==> src/rtl/seq_div.sv <==
// Restoring sequential divider, one quotient bit per clock, MSB first.
// Define SEQ_DIV_SIGNED_EN for two's complement operands and results.
module seq_div #(
   parameter int WIDTH = 8
) (
   input  logic             clk,
   input  logic             reset,
   input  logic [WIDTH-1:0] a,
   input  logic [WIDTH-1:0] b,
   output logic [WIDTH-1:0] q,
   output logic [WIDTH-1:0] r,
   output logic             rdy,
   output logic             dbz
);

   localparam int CW = $clog2(WIDTH) + 1;

   localparam logic [1:0] S_LOAD = 2'd0;
   localparam logic [1:0] S_RUN  = 2'd1;
   localparam logic [1:0] S_DONE = 2'd2;

   logic [1:0]       state;
   logic [WIDTH:0]   rem;
   logic [WIDTH-1:0] quo;
   logic [WIDTH-1:0] dvs;
   logic [CW-1:0]    cnt;

   logic [WIDTH+1:0] shifted;
   logic [WIDTH+1:0] diff;
   logic             take;
   logic [WIDTH:0]   rem_nx;
   logic [WIDTH-1:0] quo_nx;
   logic [WIDTH-1:0] q_fin;
   logic [WIDTH-1:0] r_fin;
   logic [WIDTH-1:0] a_back;
   logic [WIDTH-1:0] a_mag;
   logic [WIDTH-1:0] b_mag;

   // Remainder stays below the divisor, so the top bit of diff is a borrow.
   always_comb begin
      shifted = {rem, quo[WIDTH-1]};
      diff    = shifted - {2'b00, dvs};
      take    = ~diff[WIDTH+1];
      rem_nx  = take ? diff[WIDTH:0] : shifted[WIDTH:0];
      quo_nx  = {quo[WIDTH-2:0], take};
   end

`ifdef SEQ_DIV_SIGNED_EN
   logic neg_a;
   logic neg_b;

   always_comb begin
      a_mag  = a[WIDTH-1] ? -a : a;
      b_mag  = b[WIDTH-1] ? -b : b;
      q_fin  = (neg_a ^ neg_b) ? -quo_nx : quo_nx;
      r_fin  = neg_a ? -rem_nx[WIDTH-1:0] : rem_nx[WIDTH-1:0];
      a_back = neg_a ? -quo : quo;
   end

   always_ff @(posedge clk) begin
      if (reset) begin
         neg_a <= a[WIDTH-1];
         neg_b <= b[WIDTH-1];
      end
   end
`else
   always_comb begin
      a_mag  = a;
      b_mag  = b;
      q_fin  = quo_nx;
      r_fin  = rem_nx[WIDTH-1:0];
      a_back = quo;
   end
`endif

   always_ff @(posedge clk) begin
      if (reset) begin
         state <= S_LOAD;
         rem   <= '0;
         quo   <= a_mag;
         dvs   <= b_mag;
         cnt   <= '0;
         q     <= '0;
         r     <= '0;
         rdy   <= 1'b0;
         dbz   <= 1'b0;
      end else begin
         unique case (state)
            S_LOAD: begin
               if (dvs == '0) begin
                  state <= S_DONE;
                  q     <= '1;
                  r     <= a_back;
                  rdy   <= 1'b1;
                  dbz   <= 1'b1;
               end else begin
                  state <= S_RUN;
                  rem   <= rem_nx;
                  quo   <= quo_nx;
                  cnt   <= cnt + CW'(1);
               end
            end
            S_RUN: begin
               rem <= rem_nx;
               quo <= quo_nx;
               cnt <= cnt + CW'(1);
               if (cnt == CW'(WIDTH - 1)) begin
                  state <= S_DONE;
                  q     <= q_fin;
                  r     <= r_fin;
                  rdy   <= 1'b1;
               end
            end
            S_DONE: begin
               state <= S_DONE;
            end
            default: begin
               state <= S_LOAD;
            end
         endcase
      end
   end

endmodule

==> config.mk <==
export PLATFORM = sky130hd
export DESIGN_NAME = seq_div
export DESIGN_NICKNAME = d
export VERILOG_FILES = /design/src/rtl/seq_div.sv
export SDC_FILE = /design/constraint.sdc
export NUM_CORES = 1
export LEC_CHECK = 0
export BUFFER_PORTS_ARGS = -buffer_cell sky130_fd_sc_hd__buf_2
export CAP_MARGIN = 20
export CORE_MARGIN = 4
export CORE_UTILIZATION = 59
export CTS_BUF_LIST = sky130_fd_sc_hd__clkbuf_8
export CTS_CLUSTER_DIAMETER = 60
export CTS_CLUSTER_SIZE = 12
export DETAILED_ROUTE_END_ITERATION = 8
export PLACE_DENSITY = 0.85
export SLEW_MARGIN = 10
export SYNTH_ARGS = -nofsm -noshare
export SYNTH_HDL_FRONTEND = slang
export SYNTH_SLANG_ARGS = --single-unit
==> constraint.sdc <==
create_clock -name clk -period 3.3 [get_ports clk]
set_clock_uncertainty 0.05 [all_clocks]
set_input_delay 0.33 -clock clk [delete_from_list [all_inputs] [get_ports clk]]
set_output_delay 0.33 -clock clk [all_outputs]
set_load 0.005 [all_outputs]
# After elaboration in Yosys (flattened, before gate mapping)
# Index checks and enable logic that the tools add are counted.
# W data, S select, Z words.
word_totals:
  inputBits: 18
  word_cells: 47
  ff_bits: 49
  out_inout_bits: 18
op_classes:
  reduce_logical: 8
  n_addsub: 2
  muxes: 20
  bitwise_logic: 1
  eq_ne: 7
op_table:
  columns: ["operator", "count"]
  rows:
  - ["$mux W8", 6]
  - ["$pmux W8 S2", 3]
  - ["$mux W9", 2]
  - ["$pmux W9 S2", 1]
  - ["$sub A10 B8 Y10", 1]
  - ["$logic_not A8 Y1", 1]
  - ["$pmux W4 S2", 1]
  - ["$ne A2 B2 Y1 const B", 3]
  - ["$pmux W2 S3", 1]
  - ["$reduce_and A2 Y1", 3]
  - ["$add A4 B1 Y4 const B", 1]
  - ["$eq A4 B3 Y1 const B", 1]
  - ["$mux W2", 2]
  - ["$mux W4", 1]
  - ["$ne A3 B3 Y1 const B", 1]
  - ["$reduce_and A3 Y1", 1]
  - ["$reduce_bool A3 Y1", 1]
  - ["$eq A2 B1 Y1 const B", 1]
  - ["$eq A2 B2 Y1 const B", 1]
  - ["$logic_not A2 Y1", 1]
  - ["$mux W1", 2]
  - ["$pmux W1 S2", 1]
  - ["$reduce_bool A2 Y1", 1]
  - ["$not A1 Y1", 1]

# Logic depth before layout (Yosys ltp)
# Gate-level depths: netlist of run 1.
logic_depth:
  ltp_word: 5
  mapped_depth: 10
  ltp_nobuf: 9

# Least setup slack after synthesis of run 1
# No wires, ideal clock.
synth_timing:
  path_kind: "register to register"
  start: "register dvs[4]"
  end: "register r[0]"
  setup_time_ns: 0.115
  stages_incl_launch_ff: 10
  required_time_ns: 3.135
  synth_period_minus_slack_ns: 2.396
  arrival_ns: 2.232
  n_path_buf: 1
  path_slack_ns: 0.904
  cell_sequence: "edfxtp_1 inv_1 ha_1 buf_6 a21oi_4 nor2_2 nor4_4 xor2_1 mux2_2 a2111oi_0"
synth_via:
  elab_chain_len: 4
  word_cells_on_any_way: 7
  classes_between: "add/sub (1); eq/ne (1); mux (3); reduce/logical (2)"
synth_rtl:
  columns: ["element", "line_no", "text"]
  rows:
  - ["from (decl)", "25", "logic [WIDTH-1:0] dvs;"]
  - ["from (signal assigned)", "81", "dvs <= b_mag;"]
  - ["$sub A10 B8 Y10", "42", "diff = shifted - {2'b00, dvs};"]
  - ["$mux W9", "44", "rem_nx = take ? diff[WIDTH:0] : shifted[WIDTH:0];"]
  - ["$mux W8", "107", "if (cnt == CW'(WIDTH - 1)) begin"]
  - ["$pmux W8 S2", "88", "unique case (state)"]
  - ["to (signal assigned)", "93", "r <= a_back;"]
  - ["to (signal assigned)", "110", "r <= r_fin;"]
  - ["to (decl)", "11", "output logic [WIDTH-1:0] r,"]
# Several ways; a longest one is shown, not always the timed one. The select of a mux whose other input is x is not followed.
# A chain may end at the register's enable or synchronous reset.

# Final worst setup path of run 1
layout_timing:
  start: "register dvs[4]"
  end: "register r[3]"
# Same word-level chain as after synthesis.

==> results.ini, run 1 <==
[outcome]
outcome = finished, final reports clean

[cells_and_area]
n_fill_cell = 314
utilization_pct = 68.9
diodes = 0
final_common_cell = nor2_1
drive_above_1_share_pct = 22.1
final_nets = 328
ff_latch_area_um2 = 1140
mostFrequentLayoutCells = nor2_1 (57), buf_2 (35), dfxtp_1 (33), edfxtp_1 (16), inv_1 (14)
multi_input_area_um2 = 1270
syn_to_final_growth_pct = 10.2

[worst_hold_path]
hold_depth = 1
hold_class = in2reg
hp-start = b[0]
min_to = dvs[0]

[synth]
synth_cell_types = 51
synth-seq-area-share_pct = 44.6
async_flop_share_pct = 0
synth_top_family_by_area = simple AND/OR/NAND/NOR gates
synth-seq-cells = 49
postSynthCellCount = 267
synth_xor_area_share_pct = 2.69
synth_fa_ha_area_share_pct = 6.66
synth_mux_area_share_pct = 6.46
ys.flop_type = dfxtp_1
synth_nets = 298
synth-edff-count = 16
avgSynthCellArea_um2 = 9.57
syn_area_um2 = 2560
ys_warn_count = 0
yosys.area_share.simple_pct = 19.8
synth-compound-area-share_pct = 14.2

[pwr]
combPwrFrac_pct = 46.2
leakage_nw = 1.18
p_sw_share_pct = 39.7
vdd_drop_max_uv = 520
p_int_mw = 1.46
power_frac_seq_pct = 39.0
p_clk_share_pct = 14.8
p_sw_mw = 0.962
p_per_area_nw_per_um2 = 859

[timing]
period_minus_slack_ns = 2.63
hold_viol = 0
tns_ns = 0
slew_violations = 0
fmax_ghz = 0.380
rsz0062_at_grt = false
worst_slack_ns = 0.666
finalCritPeriodShare_pct = 79.8
hold_slack_ns = 0.153
tightest_slew_ns = 0.812
setup_viol = 0
maxSlewHeadroom_pct = 45.9

[global_route]
antenna_found_initial = 0
first_global_vias = 1904
grt_pass1_wl_mm = 8.76
grt_start_max_net_pins = 45
grt.overflow.total = 0
grt.total_usage_pct = 21.0

[clocking]
cts.path.max_buffers = 2
cts_hold_buf = 0
numCtsBuffers = 5
htree_num_levels = 2
path_clk_slew_ns = 0.10
clockRootBuffer = clkbuf_8
postCtsSetupBuffers = 0
clkLatencyLatePin_ns = 0.30
clkSinkCount = 49
cts_resized = 0
cts_tree = built

[die]
fp-row-count = 23
dieArea_um2 = 5450
die_y_um = 73.8
io_pins = 36
floorplan.initialDensity_pct = 62.6
core_um2 = 4090
die_w_um = 73.8

[detailed_routing]
viasPerCell = 5.72
wirelength_mm = 5.20
num_vias = 1991
drt.antenna.violating_nets = 0
drc = 0
wire_per_inst_um = 14.9
drt_iter0_drc = 166
dr.pass1.iters = 4

[worst_setup_path]
cp_num_cells = 8
worstPathBufferInverterCount = 1
cpLargestDelayFamily = compound AO/OA/AOI/OAI gates
crit_arrival_ns = 2.76
rr_endpoint = r[3]
ff2ff_setup_slack_ns = 0.67
r2r-start = dvs[4]
r2r_cells = 8
cp.required_ns = 3.43
startpoint_type = flop
endpoint_kind = flop
path_cells = inv_1 -> ha_1 -> nand4_1 -> a211oi_2 -> nor4_4 -> xnor2_2 -> mux2i_1 -> a2111oi_0
crit_path_max_fanout = 8
critPathMaxStageDelay_ns = 0.48
critical_path_class = reg2reg
cpMaxStageDelayCell = a2111oi_0

[placed_design]
io_buffer_count = 35
pre_cts_ws_ns = 0.709
hpwl_mm = 3.88
gp_congestion = 0.863

[flow_run]
cap_violations = 0

-- power by group through the flow --
stage	Sequential, mW	Combinational (mW)	Clock, mW
final	0.944	1.12	0.358
after detailed placement	0.956	1.10	0
after global placement	0.947	1.07	0
after CTS	0.943	1.12	0.366
after floorplan	0.928	0.867	0
after global routing	0.962	1.25	0.391
-- per-stage QoR --
step / total power [mW] / cell area [um^2] / instances
after global routing: 2.61 / 2820 / 348
final: 2.42 / 2820 / 348
after CTS: 2.42 / 2820 / 348
after floorplan: 1.80 / 2560 / 267
after detailed placement: 2.06 / 2730 / 340
after global placement: 2.02 / 2730 / 340
-- state kept, by name, summed over array words and instances (netlist names) --
register  flops
cnt           4
dvs           8
q             8
dbz           1
rem           9
r             8
rdy           1
state         2
a_back        8
-- synth_stat cells (3+ instances only) --
library cell | count | area [um^2]
clkbuf_1 | 5 | 18.8
buf_4 | 4 | 30.0
nor2b_1 | 3 | 18.8
nand4_1 | 3 | 18.8
a21oi_1 | 8 | 40.0
ha_1 | 12 | 150
mux2i_1 | 6 | 60.1
inv_1 | 14 | 52.6
o21a_1 | 3 | 22.5
nand3_1 | 3 | 15.0
dfxtp_1 | 33 | 661
nor2_1 | 57 | 214
mux2_2 | 8 | 90.1
edfxtp_1 | 16 | 480
nand2b_1 | 8 | 50.1
nor3_1 | 9 | 45.0
xor2_1 | 4 | 35.0
a311oi_1 | 3 | 26.3
o21ai_0 | 4 | 20.0
or2_2 | 3 | 18.8
a2111oi_0 | 3 | 26.3
o32ai_1 | 3 | 26.3
nand2_1 | 10 | 37.5
a211oi_1 | 7 | 52.6
-- cell type report --
cell class	instances	share of cell area, %
well taps	50	2.22
multi-input cells	189	45.2
flip-flops and latches	49	40.5
inverters	14	1.87
clock buffers	5	2.44
clock inverters	3	0.711
repair buffers	38	7.02
-- cell families after synthesis --
kind of cell	count (synthesis)
buffers and inverters	29
DFF	49
adders and majority gates	13
and+or+nand+nor	107
muxes	15
AOI/OAI and AO/OA	47
xor gates and xnor gates	7
-- worst reg2reg max path: stages (launching register included) --
cell	delay [ns]
edfxtp_1	0.36
inv_1	0.05
ha_1	0.44
nand4_1	0.16
a211oi_2	0.29
nor4_4	0.08
xnor2_2	0.38
mux2i_1	0.23
a2111oi_0	0.48
-- worst max-delay path by stage --
stage             end    from  slack (ns)
3_3_place_gp   rem[8]  dvs[4]        0.79
5_1_grt          r[0]  dvs[4]        0.46
3_5_place_dp   rem[8]  dvs[4]        0.71
6_report         r[3]  dvs[4]        0.67
4_1_cts        rem[8]  dvs[4]        0.68
2_1_floorplan    r[0]  dvs[4]        0.90
-- per-layer routing --
metal  up-vias  track usage [%]  part of all wire, %
met5         -                0                    0
met4         0             7.24                  1.8
met3         9             4.10                  5.0
met2        49             35.3                   50
met1       926             26.7                   43
li1       1007                -                    -
No activity file was read; power rests on OpenSTA's default activity.
==> inputs of run 2 (changes only) <==
--- a/config.mk
+++ b/config.mk
@@ -5,15 +5,16 @@
 export SDC_FILE = /design/constraint.sdc
 export NUM_CORES = 1
 export LEC_CHECK = 0
+export ABC_AREA = 1
 export BUFFER_PORTS_ARGS = -buffer_cell sky130_fd_sc_hd__buf_2
 export CAP_MARGIN = 20
 export CORE_MARGIN = 4
-export CORE_UTILIZATION = 59
+export CORE_UTILIZATION = 54
 export CTS_BUF_LIST = sky130_fd_sc_hd__clkbuf_8
 export CTS_CLUSTER_DIAMETER = 60
 export CTS_CLUSTER_SIZE = 12
 export DETAILED_ROUTE_END_ITERATION = 8
-export PLACE_DENSITY = 0.85
+export PLACE_DENSITY = 0.82
 export SLEW_MARGIN = 10
 export SYNTH_ARGS = -nofsm -noshare
 export SYNTH_HDL_FRONTEND = slang
==> constraint.sdc (replaced) <==
create_clock -name clk -period 2.4 [get_ports clk]
set_clock_uncertainty 0.05 [all_clocks]
set_input_delay 0.24 -clock clk [delete_from_list [all_inputs] [get_ports clk]]
set_output_delay 0.24 -clock clk [all_outputs]
set_load 0.005 [all_outputs]
==> run 2 against run 1 <==
Against the previous run: synthesized area is 1.4% higher; total power increased by 47%; critical endpoint is now r[6]; sequential share of layout area shrank 1.6 points; critical path type unchanged; global-route usage shrank 0.33 points; utilization decreased by 3.8 points; via count rose by 16%; first-iteration DRC count up 23%; die area rose by 9.6%.
==> results.ini, run 2 <==
[worst_setup_path]
startpoint_type = flop  ; unchanged
cp.required_ns = 2.59  ; was 3.43 ns
endpoint_kind = flop  ; unchanged
crit_arrival_ns = 2.33  ; was 2.76 ns
r2r_cells = 13  ; was 8
crit_path_max_fanout = 11  ; was 8
critical_path_class = reg2reg  ; unchanged

[timing]
tightest_slew_ns = 0.576  ; was 0.812 ns
finalCritPeriodShare_pct = 89.5  ; was 79.8%
period_minus_slack_ns = 2.15  ; was 2.63 ns
tns_ns = 0  ; unchanged
hold_viol = 0  ; unchanged
maxSlewHeadroom_pct = 61.5  ; was 45.9%
rsz0062_at_grt = false  ; unchanged
slew_violations = 0  ; unchanged
setup_viol = 0  ; unchanged
hold_slack_ns = 0.0530  ; was 0.153 ns
fmax_ghz = 0.466  ; was 0.380 GHz

[synth]
syn_area_um2 = 2590  ; was 2560 um^2
synth_top_area_share_pct = 25.5  ; was 25.8%
synth_nets = 355  ; was 298
ys_warn_count = 0  ; unchanged
synth-edff-count = 16  ; unchanged
async_flop_share_pct = 0  ; unchanged
ys.flop_type = dfxtp_1  ; unchanged
synth_cell_types = 28  ; was 51
ys_top_cells_by_area = dfxtp_1 (25%), edfxtp_1 (19%), nand2_1 (8.1%)  ; was dfxtp_1 (26%), edfxtp_1 (19%), nor2_1 (8.4%)
postSynthCellCount = 324  ; was 267
synth-seq-area-share_pct = 44.0  ; was 44.6%
synth.largest_area_cell = dfxtp_1  ; unchanged
synth-seq-cells = 49  ; unchanged
synth_common_cells = nand2_1 (56), inv_1 (53), dfxtp_1 (33), o21ai_0 (33), a21oi_1 (30)  ; was nor2_1 (57), dfxtp_1 (33), edfxtp_1 (16), inv_1 (14), ha_1 (12)
avgSynthCellArea_um2 = 8.00  ; was 9.57 um^2
synth_most_common_cell = nand2_1  ; was nor2_1

[detailed_routing]
drc = 0  ; unchanged
wire_per_inst_um = 14.2  ; was 14.9 um
drt.antenna.violating_nets = 0  ; unchanged
num_vias = 2317  ; was 1991
wirelength_mm = 5.94  ; was 5.20 mm
drt_iter0_drc = 205  ; was 166
dr.pass1.iters = 5  ; was 4
viasPerCell = 5.54  ; was 5.72

[placed_design]
placed_cell_area_um2 = 2840  ; was 2730 um^2
dp.cells = 410  ; was 340
io_buffer_count = 35  ; unchanged
hpwl_mm = 4.39  ; was 3.88 mm
gp_congestion = 0.884  ; was 0.863

[pwr]
p_int_mw = 2.01  ; was 1.46 mW
p_sw_mw = 1.54  ; was 0.962 mW
leakage_nw = 1.47  ; was 1.18 nW
p_per_area_nw_per_um2 = 1210  ; was 859 nW/um^2
power_frac_seq_pct = 37.2  ; was 39.0%
combPwrFrac_pct = 49.1  ; was 46.2%
vdd_drop_max_uv = 733  ; was 520 uV
p_clk_share_pct = 13.7  ; was 14.8%
total_power_mw = 3.55  ; was 2.42 mW
p_sw_share_pct = 43.3  ; was 39.7%

[die]
floorplan.initialDensity_pct = 57.6  ; was 62.6%
fp-row-count = 24  ; was 23
io_pins = 36  ; unchanged
die_w_um = 77.3  ; was 73.8 um
core_um2 = 4500  ; was 4090 um^2
dieArea_um2 = 5970  ; was 5450 um^2
die_y_um = 77.3  ; was 73.8 um

[global_route]
first_global_vias = 2154  ; was 1904
grt.total_usage_pct = 20.6  ; was 21.0%
antenna_found_initial = 0  ; unchanged
grt_start_max_net_pins = 21  ; was 45
grt_pass1_wl_mm = 9.94  ; was 8.76 mm
grt.overflow.total = 0  ; unchanged

[clocking]
clkLatencyLatePin_ns = 0.30  ; about the same
cts_hold_buf = 0  ; unchanged
clkSinkCount = 49  ; unchanged
cts.path.max_buffers = 2  ; unchanged
numCtsBuffers = 5  ; unchanged
path_clk_slew_ns = 0.09  ; was 0.10 ns
cts_resized = 0  ; unchanged
htree_num_levels = 2  ; unchanged
cts_tree = built  ; unchanged
postCtsSetupBuffers = 0  ; unchanged
clockRootBuffer = clkbuf_8  ; unchanged

[cells_and_area]
top_register = rem  ; unchanged
largest_register_ffs = 9  ; unchanged
mostFrequentLayoutCells = nand2_1 (56), inv_1 (54), buf_2 (35), o21ai_0 (33), dfxtp_1 (33)  ; was nor2_1 (57), buf_2 (35), dfxtp_1 (33), edfxtp_1 (16), inv_1 (14)
final_nets = 396  ; was 328
stdcell_count = 418  ; was 348
final_common_cell = nand2_1  ; was nor2_1
diodes = 0  ; unchanged
syn_to_final_growth_pct = 13.2  ; was 10.2%
final_area_um2 = 2940  ; was 2820 um^2
drive_above_1_share_pct = 18.9  ; was 22.1%

[worst_hold_path]
hold_class = in2reg  ; unchanged
hold_depth = 1  ; unchanged

[flow_run]
cap_violations = 0  ; unchanged

[outcome]
outcome = finished, final reports clean  ; unchanged

-- run 2: changes by cell type after synthesis, moves of 6 or more --
cell	change
nor3_1	-9
nand2b_1	-8
o21ai_0	+29
nor2_1	-35
nand2_1	+46
nand3_2	+9
inv_1	+39
nand3_1	+23
a21oi_1	+22
mux2i_1	-6
mux2_2	-8
-- run 2: metal layers --
layer | vias to the layer above | track usage [%] | share of wire, % | routed length, um
li1 | 1150 | - | - | -
met3 | 11 | 3.63 | 7.2 | 429
met4 | 0 | 5.87 | 1.2 | 73
met2 | 107 | 35.2 | 49 | 2930
met1 | 1049 | 26.7 | 42 | 2500
met5 | - | 0 | 0 | 0
-- run 2: cell type report --
type	count	area, um^2
clock buffer	5	68.8
clock inverter	3	17.5
fill	371	1570
inverter	53	199
multi-input combinational	214	1200
sequential	49	1140
tap	52	65.1
timing repair buffer	42	240
-- run 2: per-stage QoR --
| stage | worst slack [ns] | util [%] |
|---|---|---|
| after floorplan | 0.647 | - |
| after global placement | 0.321 | 63.1 |
| after detailed placement | 0.235 | 63.1 |
| after CTS | 0.166 | 65.1 |
| after global routing | 0.0514 | 65.2 |
| final | 0.253 | 65.2 |
-- run 2: path summary, 6_finish.rpt --
kind,startpoint,end,slack (ns)
max,dvs[4],r[6],0.25
min reg2reg,dbz,dbz,0.40
min,b[3],dvs[3],0.05
max reg2reg,dvs[4],r[6],0.25
-- run 2: power by group through the flow --
stage | clock network [mW] | logic [mW] | registers, mW
final | 0.487 | 1.74 | 1.32
after global placement | 0 | 1.64 | 1.33
after global routing | 0.532 | 1.97 | 1.35
after detailed placement | 0 | 1.69 | 1.34
after floorplan | 0 | 1.22 | 1.31
after CTS | 0.496 | 1.72 | 1.32
-- run 2: worst max-delay path, cell delays in order (launching register included) --
cell,delay [ns]
edfxtp_1,0.37
inv_1,0.09
ha_1,0.28
nand2_1,0.09
nand2_1,0.07
inv_1,0.10
nand2_1,0.06
nand2_1,0.10
nand3_2,0.11
nand2_4,0.18
nand2_2,0.17
nand2_1,0.15
nand3_1,0.10
a21oi_1,0.15
-- run 2: cells by family after synthesis --
logic type | Yosys count | share of synthesized area, %
and+or+nand+nor | 129 | 24.7
AOI/OAI and AO/OA | 68 | 13.7
buffers and inverters | 61 | 9.75
DFF | 49 | 44.0
adders and majority gates | 13 | 6.56
xor gates and xnor gates | 4 | 1.35
==> inputs of run 3 (changes only) <==
--- a/config.mk
+++ b/config.mk
@@ -9,12 +9,13 @@
 export BUFFER_PORTS_ARGS = -buffer_cell sky130_fd_sc_hd__buf_2
 export CAP_MARGIN = 20
 export CORE_MARGIN = 4
-export CORE_UTILIZATION = 54
+export CORE_UTILIZATION = 35
 export CTS_BUF_LIST = sky130_fd_sc_hd__clkbuf_8
 export CTS_CLUSTER_DIAMETER = 60
 export CTS_CLUSTER_SIZE = 12
 export DETAILED_ROUTE_END_ITERATION = 8
-export PLACE_DENSITY = 0.82
+export GPL_TIMING_DRIVEN = 0
+export PLACE_DENSITY = 0.58
 export SLEW_MARGIN = 10
 export SYNTH_ARGS = -nofsm -noshare
 export SYNTH_HDL_FRONTEND = slang
==> run 3 against run 2 <==
Against the previous run: fmax rose by 3.8%; register-to-register slack improved by 0.08 ns; clock-buffer cell count did not move; global-route usage fell by 6.5 points; flip-flop and latch count did not move; final cell count rose by 11%; clock power rose by 24%; sequential power barely moved; total power rose by 2.0%; hold slack improved by 0.011 ns; first-iteration DRC count fell by 33%; wire length rose by 1.0%.
==> results.ini, run 3 (same netlist as run 2, synthesis figures left out) <==
[cells_and_area]
largest_register_ffs = 9  ; unchanged
syn_to_final_growth_pct = 15.9  ; was 13.2%
final_nets = 397  ; was 396
top_register = rem  ; unchanged
stdcell_count = 466  ; was 418
drive_above_1_share_pct = 18.3  ; was 18.9%
diodes = 0  ; unchanged
mostFrequentLayoutCells = nand2_1 (56), inv_1 (53), buf_2 (35), o21ai_0 (33), dfxtp_1 (33)  ; was nand2_1 (56), inv_1 (54), buf_2 (35), o21ai_0 (33), dfxtp_1 (33)
final_common_cell = nand2_1  ; unchanged
n_fill_cell = 764  ; was 371

[timing]
maxSlewHeadroom_pct = 56.1  ; was 61.5%
fmax_ghz = 0.483  ; was 0.466 GHz
tightest_slew_ns = 0.656  ; was 0.576 ns
hold_slack_ns = 0.0641  ; was 0.0530 ns
finalCritPeriodShare_pct = 86.2  ; was 89.5%
slew_violations = 0  ; unchanged
period_minus_slack_ns = 2.07  ; was 2.15 ns
worst_slack_ns = 0.332  ; was 0.253 ns
setup_viol = 0  ; unchanged
rsz0062_at_grt = false  ; unchanged
tns_ns = 0  ; unchanged
hold_viol = 0  ; unchanged

[placed_design]
hpwl_mm = 4.62  ; was 4.39 mm
pre_cts_ws_ns = 0.319  ; was 0.235 ns
dp.cells = 458  ; was 410
io_buffer_count = 35  ; unchanged
gp_congestion = 0.806  ; was 0.884

[worst_setup_path]
ff2ff_setup_slack_ns = 0.33  ; was 0.25 ns
r2r-start = state[0]  ; was dvs[4]
cpLargestDelayFamily = simple AND/OR/NAND/NOR gates  ; unchanged
cp_num_cells = 7  ; was 13
path_cells = inv_1 -> ha_1 -> nor2_1 -> inv_1 -> nand2_1 -> nand2_1 -> o21ai_0  ; was inv_1 -> ha_1 -> nand2_1 -> nand2_1 -> inv_1 -> nand2_1 -> nand2_1 -> nand3_2 -> nand2_4 -> nand2_2 -> nand2_1 -> nand3_1 -> a21oi_1
worstPathBufferInverterCount = 2  ; unchanged
crit_path_max_fanout = 16  ; was 11
startpoint_type = flop  ; unchanged
cpMaxStageDelayCell = nand2_1  ; was edfxtp_1
crit_path_start = state[0]  ; was dvs[4]
cp.required_ns = 2.56  ; was 2.59 ns
critical_path_class = reg2reg  ; unchanged
crit_arrival_ns = 2.22  ; was 2.33 ns
worstSetupEndpoint = rem[0]  ; was r[6]
r2r_cells = 7  ; was 13
critPathMaxStageDelay_ns = 0.42  ; was 0.37 ns
endpoint_kind = flop  ; unchanged
rr_endpoint = rem[0]  ; was r[6]

[detailed_routing]
viasPerCell = 4.88  ; was 5.54
wire_per_inst_um = 12.9  ; was 14.2 um
drt.antenna.violating_nets = 0  ; unchanged
drc = 0  ; unchanged
wirelength_mm = 6.00  ; was 5.94 mm
dr.pass1.iters = 4  ; was 5
drt_iter0_drc = 138  ; was 205
num_vias = 2273  ; was 2317

[clocking]
path_clk_slew_ns = 0.10  ; was 0.09 ns
postCtsSetupBuffers = 0  ; unchanged
numCtsBuffers = 5  ; unchanged
cts_resized = 0  ; unchanged
clkSinkCount = 49  ; unchanged
htree_num_levels = 2  ; unchanged
cts_hold_buf = 0  ; unchanged
clkLatencyLatePin_ns = 0.30  ; about the same
clockRootBuffer = clkbuf_8  ; unchanged
cts_tree = built  ; unchanged
cts.path.max_buffers = 2  ; unchanged

[pwr]
vdd_drop_max_uv = 680  ; was 733 uV
p_per_area_nw_per_um2 = 1210  ; about the same
leakage_nw = 1.46  ; was 1.47 nW
total_power_mw = 3.63  ; was 3.55 mW

[die]
core_um2 = 7210  ; was 4500 um^2
dieArea_um2 = 8850  ; was 5970 um^2
io_pins = 36  ; unchanged
die_w_um = 94.1  ; was 77.3 um
fp-row-count = 31  ; was 24
die_y_um = 94.1  ; was 77.3 um
floorplan.initialDensity_pct = 35.9  ; was 57.6%

[worst_hold_path]
hold_depth = 1  ; unchanged
hold_class = in2reg  ; unchanged
hp-start = b[7]  ; was b[3]

[flow_run]
cap_violations = 0  ; unchanged

[global_route]
grt_pass1_wl_mm = 9.94  ; about the same
grt.overflow.total = 0  ; unchanged
antenna_found_initial = 0  ; unchanged
first_global_vias = 2142  ; was 2154
grt.total_usage_pct = 14.2  ; was 20.6%
grt_start_max_net_pins = 17  ; was 21

[outcome]
outcome = finished, final reports clean  ; unchanged

run 3: how the worst min path moves through the flow:
stage / end / slack (ns)
after global routing: dvs[1] / 0.04
final: dvs[7] / 0.06
after CTS: dvs[6] / 0.05
after detailed placement: dvs[7] / 0.37
after floorplan: dvs[0] / 0.29
after global placement: dvs[3] / 0.37
run 3: layer usage:
layer | share of wire [%] | track usage (%) | vias up
li1 | - | - | 1154
met1 | 45 | 19.2 | 1048
met2 | 46 | 23.4 | 64
met3 | 7.3 | 2.64 | 7
met4 | 1.4 | 3.25 | 0
met5 | 0 | 0 | -
run 3: power breakdown:
group	internal, mW	switching (mW)	leakage, nW
Clock	0.313	0.291	0.0585
Sequential	1.16	0.156	0.435
Combinational	0.637	1.06	0.970
run 3: area by class of cell:
cell class	count	area (um^2)	area share [%]
repair buffers	35	175	5.83
inverters	53	199	6.62
well taps	99	124	4.12
clock inverters	3	43.8	1.46
plain buffers	8	53.8	1.79
multi-input cells	214	1200	39.9
flip-flops and latches	49	1140	38.0
clock buffers	5	68.8	2.29
run 3: worst reg2reg max path: stages, from the launching register on:
cell and delay, ns:
dfxtp_1 0.37, inv_1 0.07, ha_1 0.22, nor2_1 0.22, inv_1 0.09, nand2_1 0.19
nand2_1 0.42, o21ai_0 0.34
run 3: metrics by stage:
step | utilization, % | cell area [um^2]
global placement | 40.1 | 2890
floorplan | - | 2590
detailed placement | 40.1 | 2890
global route | 41.6 | 3000
CTS | 41.6 | 3000
finish | 41.6 | 3000
